===== config.mk =====
export PLATFORM = sky130hd
export DESIGN_NAME = mod_msg_schedule_flat
export DESIGN_NICKNAME = d
export VERILOG_FILES = /design/src/rtl/sha256_pkg.sv /design/src/rtl/mod_msg_schedule_if.sv /design/src/rtl/MOD_SIGMA0.sv /design/src/rtl/MOD_SIGMA1.sv /design/src/rtl/mod_msg_schedule.sv /design/src/flat_wrapper.sv
export SDC_FILE = /design/constraint.sdc
export NUM_CORES = 1
export LEC_CHECK = 0
export BUFFER_PORTS_ARGS = -buffer_cell sky130_fd_sc_hd__buf_2
export CORE_ASPECT_RATIO = 0.9
export CORE_MARGIN = 1
export CORE_UTILIZATION = 50
export DETAILED_ROUTE_END_ITERATION = 7
export GPL_TIMING_DRIVEN = 0
export HOLD_SLACK_MARGIN = 0.15
export PLACE_DENSITY = 0.77
export SETUP_SLACK_MARGIN = 0.3
export SLEW_MARGIN = 0
export SYNTH_ARGS = -nofsm -noshare
export SYNTH_HDL_FRONTEND = slang
export SYNTH_SLANG_ARGS = --single-unit

===== constraint.sdc =====
create_clock -name clk_i -period 4.6 [get_ports clk_i]
set_input_delay 0.92 -clock clk_i [delete_from_list [all_inputs] [get_ports clk_i]]
set_output_delay 0.92 -clock clk_i [all_outputs]
set_load 0.05 [all_outputs]

===== src/rtl/sha256_pkg.sv =====
// ---------------------------------------------------------------------------
// sha256_pkg
// Shared constants and types for the SHA-256 datapath blocks.
//   WORD_W       : width of one message/schedule word
//   BLOCK_WORDS  : words in one 512-bit message block
//   ROUNDS_MAX   : schedule words produced per block for full SHA-256
//   word_t       : one 32-bit word, bit 0 is the MSB
//   idx_t        : schedule index 0..63, bit 0 is the MSB
//   state_e      : schedule expander state (LOAD / EMIT)
//   rotr()       : 32-bit rotate right, used by the small-sigma functions
// ---------------------------------------------------------------------------
package sha256_pkg;

  localparam int WORD_W      = 32;
  localparam int BLOCK_WORDS = 16;
  localparam int ROUNDS_MAX  = 64;
  localparam int IDX_W       = 6;

  typedef logic [0:WORD_W-1] word_t;
  typedef logic [0:IDX_W-1]  idx_t;

  typedef enum logic {
    LOAD = 1'b0,
    EMIT = 1'b1
  } state_e;

  // Rotation is expressed on the numeric value, so the [0:31] MSB-first
  // declaration does not change its meaning.
  function automatic word_t rotr(input word_t x, input int unsigned n);
    return (x >> n) | (x << (WORD_W - n));
  endfunction

endpackage


===== src/rtl/mod_msg_schedule_if.sv =====
// ---------------------------------------------------------------------------
// mod_msg_schedule_if
// Stream bundle around the message-schedule expander.
//   in_valid / in_ready / in_word : message words from the block loader
//   w_valid / w_ready / w_word    : schedule words to the round engine
//   w_idx                         : index t of w_word
//   w_last                        : marks the final schedule word of a block
// Modports:
//   master : the surrounding system (drives input words and w_ready)
//   slave  : the expander itself
// ---------------------------------------------------------------------------
interface mod_msg_schedule_if;
  import sha256_pkg::*;

  logic  in_valid;
  logic  in_ready;
  word_t in_word;

  logic  w_valid;
  logic  w_ready;
  word_t w_word;
  idx_t  w_idx;
  logic  w_last;

  modport master (
    output in_valid,
    output in_word,
    output w_ready,
    input  in_ready,
    input  w_valid,
    input  w_word,
    input  w_idx,
    input  w_last
  );

  modport slave (
    input  in_valid,
    input  in_word,
    input  w_ready,
    output in_ready,
    output w_valid,
    output w_word,
    output w_idx,
    output w_last
  );

endinterface


===== src/rtl/MOD_SIGMA0.sv =====
// ---------------------------------------------------------------------------
// MOD_SIGMA0
// SHA-256 small sigma 0: ROTR7(x) ^ ROTR18(x) ^ SHR3(x). Purely combinational.
//   x_i : input word
//   y_o : sigma0(x_i)
// ---------------------------------------------------------------------------
module MOD_SIGMA0
  import sha256_pkg::*;
(
  input  word_t x_i,
  output word_t y_o
);

  assign y_o = rotr(x_i, 7) ^ rotr(x_i, 18) ^ (x_i >> 3);

endmodule


===== src/rtl/MOD_SIGMA1.sv =====
// ---------------------------------------------------------------------------
// MOD_SIGMA1
// SHA-256 small sigma 1: ROTR17(x) ^ ROTR19(x) ^ SHR10(x). Purely combinational.
//   x_i : input word
//   y_o : sigma1(x_i)
// ---------------------------------------------------------------------------
module MOD_SIGMA1
  import sha256_pkg::*;
(
  input  word_t x_i,
  output word_t y_o
);

  assign y_o = rotr(x_i, 17) ^ rotr(x_i, 19) ^ (x_i >> 10);

endmodule


===== src/rtl/mod_msg_schedule.sv =====
// ---------------------------------------------------------------------------
// mod_msg_schedule
// SHA-256 message-schedule expander. Loads one block as 16 big-endian words,
// then streams W[0..ROUNDS-1] out in order using a 16-word sliding window.
//   clk_i   : clock, rising edge
//   rst_i   : synchronous active-high reset
//   bus_io  : slave side of mod_msg_schedule_if
//             in_*  -> word input stream (accepted only while loading)
//             w_*   -> schedule word output stream, registered outputs
// Parameter:
//   ROUNDS  : schedule words per block (64 for SHA-256, 16..64 for tests)
// ---------------------------------------------------------------------------
module mod_msg_schedule
  import sha256_pkg::*;
#(
  parameter int ROUNDS = ROUNDS_MAX
) (
  input logic               clk_i,
  input logic               rst_i,
  mod_msg_schedule_if.slave bus_io
);

  localparam idx_t       LAST_IDX  = idx_t'(ROUNDS - 1);
  localparam logic [3:0] LOAD_LAST = 4'(BLOCK_WORDS - 1);

  // Slot 0 is the oldest word and is always the word presented downstream;
  // new words (loaded or expanded) enter at slot BLOCK_WORDS-1.
  word_t [BLOCK_WORDS-1:0] window_q;

  state_e     state_q;
  logic [3:0] load_cnt_q;
  idx_t       t_q;
  logic       in_ready_q;
  logic       w_valid_q;
  logic       w_last_q;

  word_t sigma0_w;
  word_t sigma1_w;
  word_t expand_d;
  logic  in_fire;
  logic  out_fire;

  // With W[t] in slot 0, slots 1, 9 and 14 hold W[t+1], W[t+9] and W[t+14],
  // which are exactly the terms needed for W[t+16].
  MOD_SIGMA0 u_sigma0 (
    .x_i (window_q[1]),
    .y_o (sigma0_w)
  );

  MOD_SIGMA1 u_sigma1 (
    .x_i (window_q[14]),
    .y_o (sigma1_w)
  );

  assign expand_d = sigma1_w + window_q[9] + sigma0_w + window_q[0];

  // The ready/valid flops are only ever set in their own state, so the
  // handshakes need no extra state qualification.
  assign in_fire  = bus_io.in_valid & in_ready_q;
  assign out_fire = w_valid_q & bus_io.w_ready;

  // Controller and window. Every output comes straight from a flop, so
  // w_ready never reaches an output combinationally and the outputs hold
  // whenever the downstream stalls.
  always_ff @(posedge clk_i) begin
    if (rst_i) begin
      state_q    <= LOAD;
      load_cnt_q <= '0;
      t_q        <= '0;
      window_q   <= '0;
      in_ready_q <= 1'b1;
      w_valid_q  <= 1'b0;
      w_last_q   <= 1'b0;
    end else begin
      unique case (state_q)
        LOAD: begin
          if (in_fire) begin
            window_q <= {bus_io.in_word, window_q[BLOCK_WORDS-1:1]};
            if (load_cnt_q == LOAD_LAST) begin
              state_q    <= EMIT;
              load_cnt_q <= '0;
              t_q        <= '0;
              in_ready_q <= 1'b0;
              w_valid_q  <= 1'b1;
              w_last_q   <= (LAST_IDX == '0);
            end else begin
              load_cnt_q <= load_cnt_q + 4'd1;
            end
          end
        end

        EMIT: begin
          if (out_fire) begin
            window_q <= {expand_d, window_q[BLOCK_WORDS-1:1]};
            if (w_last_q) begin
              state_q    <= LOAD;
              load_cnt_q <= '0;
              t_q        <= '0;
              in_ready_q <= 1'b1;
              w_valid_q  <= 1'b0;
              w_last_q   <= 1'b0;
            end else begin
              t_q      <= t_q + idx_t'(1);
              w_last_q <= ((t_q + idx_t'(1)) == LAST_IDX);
            end
          end
        end
      endcase
    end
  end

  assign bus_io.in_ready = in_ready_q;
  assign bus_io.w_valid  = w_valid_q;
  assign bus_io.w_word   = window_q[0];
  assign bus_io.w_idx    = t_q;
  assign bus_io.w_last   = w_last_q;

endmodule


===== src/flat_wrapper.sv =====
// flat-port wrapper written by rule: the top's interface ports become plain ports
module mod_msg_schedule_flat import sha256_pkg::*;
#(
  parameter int ROUNDS = ROUNDS_MAX
)
  (clk_i, rst_i, bus_io_in_valid, bus_io_in_word, bus_io_w_ready, bus_io_in_ready, bus_io_w_valid, bus_io_w_word, bus_io_w_idx, bus_io_w_last);
  mod_msg_schedule_if bus_io_i ();
  input logic clk_i;
  input logic rst_i;
  input wire logic [$bits(bus_io_i.in_valid)-1:0] bus_io_in_valid;
  input wire logic [$bits(bus_io_i.in_word)-1:0] bus_io_in_word;
  input wire logic [$bits(bus_io_i.w_ready)-1:0] bus_io_w_ready;
  output wire logic [$bits(bus_io_i.in_ready)-1:0] bus_io_in_ready;
  output wire logic [$bits(bus_io_i.w_valid)-1:0] bus_io_w_valid;
  output wire logic [$bits(bus_io_i.w_word)-1:0] bus_io_w_word;
  output wire logic [$bits(bus_io_i.w_idx)-1:0] bus_io_w_idx;
  output wire logic [$bits(bus_io_i.w_last)-1:0] bus_io_w_last;
  assign bus_io_i.in_valid = bus_io_in_valid;
  assign bus_io_i.in_word = bus_io_in_word;
  assign bus_io_i.w_ready = bus_io_w_ready;
  assign bus_io_in_ready = bus_io_i.in_ready;
  assign bus_io_w_valid = bus_io_i.w_valid;
  assign bus_io_w_word = bus_io_i.w_word;
  assign bus_io_w_idx = bus_io_i.w_idx;
  assign bus_io_w_last = bus_io_i.w_last;
  mod_msg_schedule #(.ROUNDS(ROUNDS)) u_core (.clk_i(clk_i), .rst_i(rst_i), .bus_io(bus_io_i));
endmodule

=== After elaboration in Yosys (flattened, before gate mapping) ===
Index checks and enable logic that the tools add are counted.
W data, S select, Z words.

* Bits in registers: 526

* Add/subtract/negate cells: 5
* Equal/unequal tests: 6
* Mux-type cells: 31
* Bitwise logic cells: 11
* Reduce and logical (&&, ||, !) cells: 4

{| class="wikitable"
|+ Operator list
! operator !! count
|-
| $mux W512 || 2
|-
| $pmux W512 S2 || 1
|-
| $add A32 B32 Y32 || 3
|-
| $xor A32 B32 Y32 || 2
|-
| $or A13 B32 Y32 || 1
|-
| $or A14 B32 Y32 || 1
|-
| $or A15 B32 Y32 || 1
|-
| $or A25 B32 Y32 || 1
|-
| $xor A32 B22 Y32 || 1
|-
| $xor A32 B29 Y32 || 1
|-
| $mux W6 || 4
|-
| $mux W4 || 4
|-
| $mux W1 || 14
|-
| $pmux W6 S2 || 1
|-
| $pmux W1 S2 || 4
|-
| $pmux W4 S2 || 1
|-
| $add A6 B1 Y6 const B || 1
|-
| $eq A6 B6 Y1 const B || 1
|-
| $reduce_and A3 Y1 || 2
|-
| $add A4 B1 Y4 const B || 1
|-
| $eq A4 B4 Y1 const B || 1
|-
| $ne A2 B1 Y1 const B || 2
|-
| $ne A2 B2 Y1 const B || 2
|-
| $reduce_and A4 Y1 || 1
|-
| other kinds (3) || 4
|}

=== Logic depth before layout (Yosys ltp) ===
* Word-level depth: 8
* Mapped depth: 17

=== Hierarchy ===
A second synthesis with hierarchy kept.

* Cell total of the unflattened synthesis: 2925
* Area, all modules: 23626.4 µm²

{| class="wikitable"
|+ Modules (own cells, without submodules)
! module !! times used !! cells each !! area an instance (µm²)
|-
| mod_msg_schedule || 1 || 2861 || 22296.4
|-
| MOD_SIGMA0 || 1 || 32 || 719.4
|-
| MOD_SIGMA1 || 1 || 32 || 610.6
|}

=== Worst setup path after synthesis ===
No wires, ideal clock.

* Path kind: flip-flop to flip-flop
* Start point: reg u_core.window_q[466] (netlist bit)
* End point: reg u_core.window_q[491] (netlist bit)
* Setup time: 0.070 ns
* Arrival: 3.624 ns
* Data required time: 4.530 ns
* Slack: 0.906 ns
* Stages on the path, launching flop included: 17
* Path buffers: 1
* Path through: dfxtp_1 -> clkbuf_1 -> xnor2_1 -> xnor2_1 -> fa_1 -> inv_1 -> fa_1 -> inv_1 -> ha_1 -> inv_1 -> fa_1 -> nand2b_1 -> a21oi_2 -> nor4_4 -> or3_1 -> a311o_1 -> a21oi_1

* Longest elaborated chain between the ends: 8

{| class="wikitable"
|+ RTL lines
! item !! RTL line !! RTL
|-
| start: declaration || mod_msg_schedule.sv:28 || <nowiki>word_t [BLOCK_WORDS-1:0] window_q;</nowiki>
|-
| start signal: assignment || mod_msg_schedule.sv:78 || <nowiki>window_q <= {bus_io.in_word, window_q[BLOCK_WORDS-1:1]};</nowiki>
|-
| start signal: assignment || mod_msg_schedule.sv:94 || <nowiki>window_q <= {expand_d, window_q[BLOCK_WORDS-1:1]};</nowiki>
|-
| $or A15 B32 Y32 || sha256_pkg.sv:30 || <nowiki>return (x >> n) | (x << (WORD_W - n));</nowiki>
|-
| $xor A32 B32 Y32 || MOD_SIGMA1.sv:14 || <nowiki>assign y_o = rotr(x_i, 17) ^ rotr(x_i, 19) ^ (x_i >> 10);</nowiki>
|-
| $xor A32 B22 Y32 (*) || MOD_SIGMA1.sv:14 ||
|-
| $add A32 B32 Y32 (*) (3 in a row) || mod_msg_schedule.sv:55 || <nowiki>assign expand_d = sigma1_w + window_q[9] + sigma0_w + window_q[0];</nowiki>
|-
| $mux W512 (*) || mod_msg_schedule.sv:93 || <nowiki>if (out_fire) begin</nowiki>
|-
| $pmux W512 S2 (*) || mod_msg_schedule.sv:75 || <nowiki>unique case (state_q)</nowiki>
|}

Every way passes the cells marked *; elsewhere a longest branch is shown, timed or not. The select of a mux whose other input is x is not followed.
A chain may end at the register's enable or synchronous reset.

=== Worst setup path after layout ===
* Start point: reg u_core.window_q[476] (netlist bit)
* End point: reg u_core.window_q[509] (netlist bit)

* Longest elaborated chain between the ends: 8
* Elaborated cells on any way between the ends: 9

{| class="wikitable"
|+ RTL lines
! item !! RTL line
|-
| $or A13 B32 Y32 / $or A15 B32 Y32 (equally long branches) || sha256_pkg.sv:30
|-
| $xor A32 B32 Y32 || MOD_SIGMA1.sv:14
|-
| $xor A32 B22 Y32 (*) || MOD_SIGMA1.sv:14
|-
| $add A32 B32 Y32 (*) (3 in a row) || mod_msg_schedule.sv:55
|-
| $mux W512 (*) || mod_msg_schedule.sv:93
|-
| $pmux W512 S2 (*) || mod_msg_schedule.sv:75
|}

Marked as above.

==> run_results.csv <==
group,metric,value,unit
hold_path,hold_depth,2,
placement,port-buffer-count,76,
grt,grt_pass1_wl,102300,microns
layout,fillers,4125,
clock_network,clock_sinks,526,
grt,grt_use_total,27.85,%
timing,period_needed,4.253,ns
clock_network,cts.htree.levels,2,
synth,syn_inst,2969,
setup_path,worstPathMaxFanout,7,
clock_network,clock_latency,0.62,ns
synth,async_flop_share,0,%
grt,grt_use_met3,6.277,%
die,fp.coreArea,45650,sq um
die,io_pins,77,
synth,synth-main-ff-cell,"dfxtp_1",
clock_network,cts_max_path_buffers,3,
placement,gp_congestion,0.9744,
timing,finalSetupViolCount,0,
die,die_x,229.5,microns
drt,routed_wl,66180,microns
hold_path,hold_class,"flip-flop to flip-flop",
drt,detail-route-antenna-nets,0,
synth,ys_seq_elements,526,
power,power_per_cell_area,353.7,nW/um^2
layout,nets,3232,
layout,n_antenna_cell,0,
power,irDropWorstVdd,0.0002749,V
synth,ys_warn_count,0,
layout,ff_latch_area,10530,sq um
synth,syn_avg_cell_area,7.841,sq um
timing,fmax,0.2351,GHz
power,power.total,0.009253,W
timing,slew_violations,0,
grt,grt.met1_usage,39.53,%
drt,wl_per_cell,17.67,microns
synth,synth.yosys.seq_area_share,45.23,%
job,max_cap_violations,0,
drt,first_pass_iters,6,
timing,finalCritPeriodShare,92.45,%
setup_path,r2r-end,"u_core.window_q[509]",
setup_path,reg2reg_depth,15,
layout,layout-drive-gt1-share,9.627,%
setup_path,r2r_slack,0.35,ns
grt,use_met2,41.54,%
synth,ys_types,65,
grt,grt_max_degree,15,
drt,drt_iter0_drc,1988,
timing,worst_slew_pin_slew,1.134,ns
layout,syn_to_final_growth,12.38,%
die,rows,74,
timing,fin_setup_tns,0,ns
die,start_util,51.00,%
synth,synth_area,23280,sq um
placement,place_hpwl,50150,microns
clock_network,cts_made_buffers,52,
power,power_leakage,9.467,nW
layout,multiInputGateArea,11100,sq um
grt,antenna_found_initial,0,
drt,vias,19940,
grt,grt_busiest_layer,"met2",
clock_network,clk_pin_slew_worst_paths,0.07,ns
die,die_area,47430,sq um
layout,layout_commonest_cell,"nand2_1",
timing,finClkSkew,0.02151,ns
timing,rsz0062_at_grt,"true",
setup_path,cp.arrival,4.77,ns
setup_path,cp.required,5.12,ns
drt,via_per_inst,5.326,
outcome,status,"finished clean",
hold_path,worstHoldStart,"u_core.window_q[324]",
hold_path,min_to,"u_core.window_q[324]",
timing,slew_headroom,24.42,%
layout,final_cell_mix,"nand2_1 (1003), a21oi_1 (529), dfxtp_1 (526), clkbuf_1 (161), inv_1 (149)",
setup_path,start_kind,"flip-flop",
clock_network,cts_tree,"done",
grt,grt_pass1_vias,18660,
setup_path,worstSetupPathType,"flip-flop to flip-flop",
setup_path,rr_startpoint,"u_core.window_q[476]",
grt,overflow,0,
synth,synth_edf_count,0,
synth,syn_nets,3101,
drt,route.detailed.drc,0,
timing,hold_viol,0,
setup_path,end_kind,"flip-flop",
die,dieHeight,206.7,microns
clock_network,cts_root_buffer,"clkbuf_16",
metrics by stage:
stage / utilization, % / worst slack, ns / area [sq um] / hold WS [ns] / instances
4_1_cts: 57.00 / 0.3081 / 26020 / 0.4518 / 3744
6_report: 57.31 / 0.3472 / 26160 / 0.4518 / 3745
3_5_place_dp: 53.50 / 0.2469 / 24420 / 0.4437 / 3653
2_1_floorplan: - / 0.9057 / 23280 / 0.4321 / 2969
5_1_grt: 57.31 / 0.2729 / 26160 / 0.4623 / 3745
3_3_place_gp: 53.50 / 0.2940 / 24420 / 0.4389 / 3653
synthesized netlist by cell type (all sizes together), types with 2 or more instances:
cell type | number | share of area (%)
nand2 | 1003 | 16
a21oi | 538 | 12
dfxtp | 526 | 45
clkbuf | 186 | 3.0
inv | 149 | 2.4
xnor2 | 119 | 4.5
buf | 81 | 2.1
fa | 62 | 5.3
nor2 | 54 | 0.87
ha | 34 | 1.8
o21ai | 29 | 0.64
xor2 | 29 | 1.1
a211oi | 18 | 0.58
mux2i | 14 | 0.60
nand3 | 13 | 0.28
o22ai | 13 | 0.35
nor3 | 12 | 0.28
nor3b | 12 | 0.39
a221oi | 6 | 0.25
nand2b | 6 | 0.16
nand4 | 6 | 0.19
a31oi | 5 | 0.16
o211ai | 5 | 0.16
o31ai | 5 | 0.24
a21o | 4 | 0.13
and3 | 4 | 0.11
nand3b | 4 | 0.13
or3 | 4 | 0.11
a31o | 3 | 0.11
nor4 | 3 | 0.15
a21boi | 2 | 0.065
and4 | 2 | 0.075
mux2 | 2 | 0.097
o21a | 2 | 0.064
o21bai | 2 | 0.064
report_power, final:
part	switching [W]	leakage, nW	internal [W]
registers	0.0000279	4.25	0.00459
logic	0.000436	4.44	0.000167
clock network	0.00183	0.781	0.00220
sequential cells by signal (all words and copies together), names as in the netlist:
register,cells
u_core.bus_io.in_ready,1
u_core.window_q,480
u_core.load_cnt_q,4
u_core.bus_io.w_valid,1
u_core.bus_io.w_word,32
u_core.bus_io.w_idx,6
u_core.state_q,1
u_core.bus_io.w_last,1
what timing repair did:
action / CTS / global route
endpoints found under the setup margin: 10 / 20
resized for setup: 4 / 80
hold buffers: 0 / 0
pin swaps: 0 / 3
setup buffers: 0 / 1
cells by family after synthesis:
group                    count (synthesis)  synth area share (%)
buffers and inverters                  416                 7.508
multiplexers                            16                0.6987
XOR/XNOR                               148                 5.568
adder cells (fa/ha/maj)                 96                 7.159
AND/OR/NAND/NOR                       1126                 18.99
flip-flops                             526                 45.23
AO/OA/AOI/OAI                          641                 14.84
final cells by class:
| type | instances | share of cell area, % |
|---|---|---|
| buffer | 267 | 4.711 |
| clock buffer | 70 | 5.500 |
| clock inverter | 21 | 0.5930 |
| inverter | 149 | 2.138 |
| multi-input combinational | 2027 | 42.42 |
| sequential | 526 | 40.25 |
| tap | 608 | 2.908 |
| timing repair buffer | 77 | 1.483 |
layer usage:
metal	share of wire [%]	routed length (microns)
met5	0	0
met4	3.1	2067
met2	42	27690
met3	10	6853
met1	45	29570
worst max path at each step:
stage	depth (start not counted)	from	endpoint	slack [ns]
finish	15	u_core.window_q[476]	u_core.window_q[509]	0.35
CTS	15	u_core.window_q[49]	u_core.window_q[505]	0.31
global placement	17	u_core.window_q[466]	u_core.window_q[511]	0.29
detailed placement	17	u_core.window_q[466]	u_core.window_q[503]	0.25
floorplan	16	u_core.window_q[466]	u_core.window_q[491]	0.91
global route	14	u_core.window_q[41]	u_core.window_q[503]	0.27
worst max-delay path: stages, from the launching register on:
cell and delay, ns:
dfxtp_1 0.32, clkbuf_1 0.31, xnor2_1 0.20, xnor2_1 0.20
fa_1 0.59, inv_1 0.06, fa_1 0.50, inv_1 0.04
ha_1 0.37, a21oi_1 0.26, o21ai_0 0.22, a21oi_2 0.29
o221ai_1 0.19, a41oi_1 0.23, xor2_1 0.11, a221oi_1 0.26
Note: power is estimated with default switching activity, not from simulation.
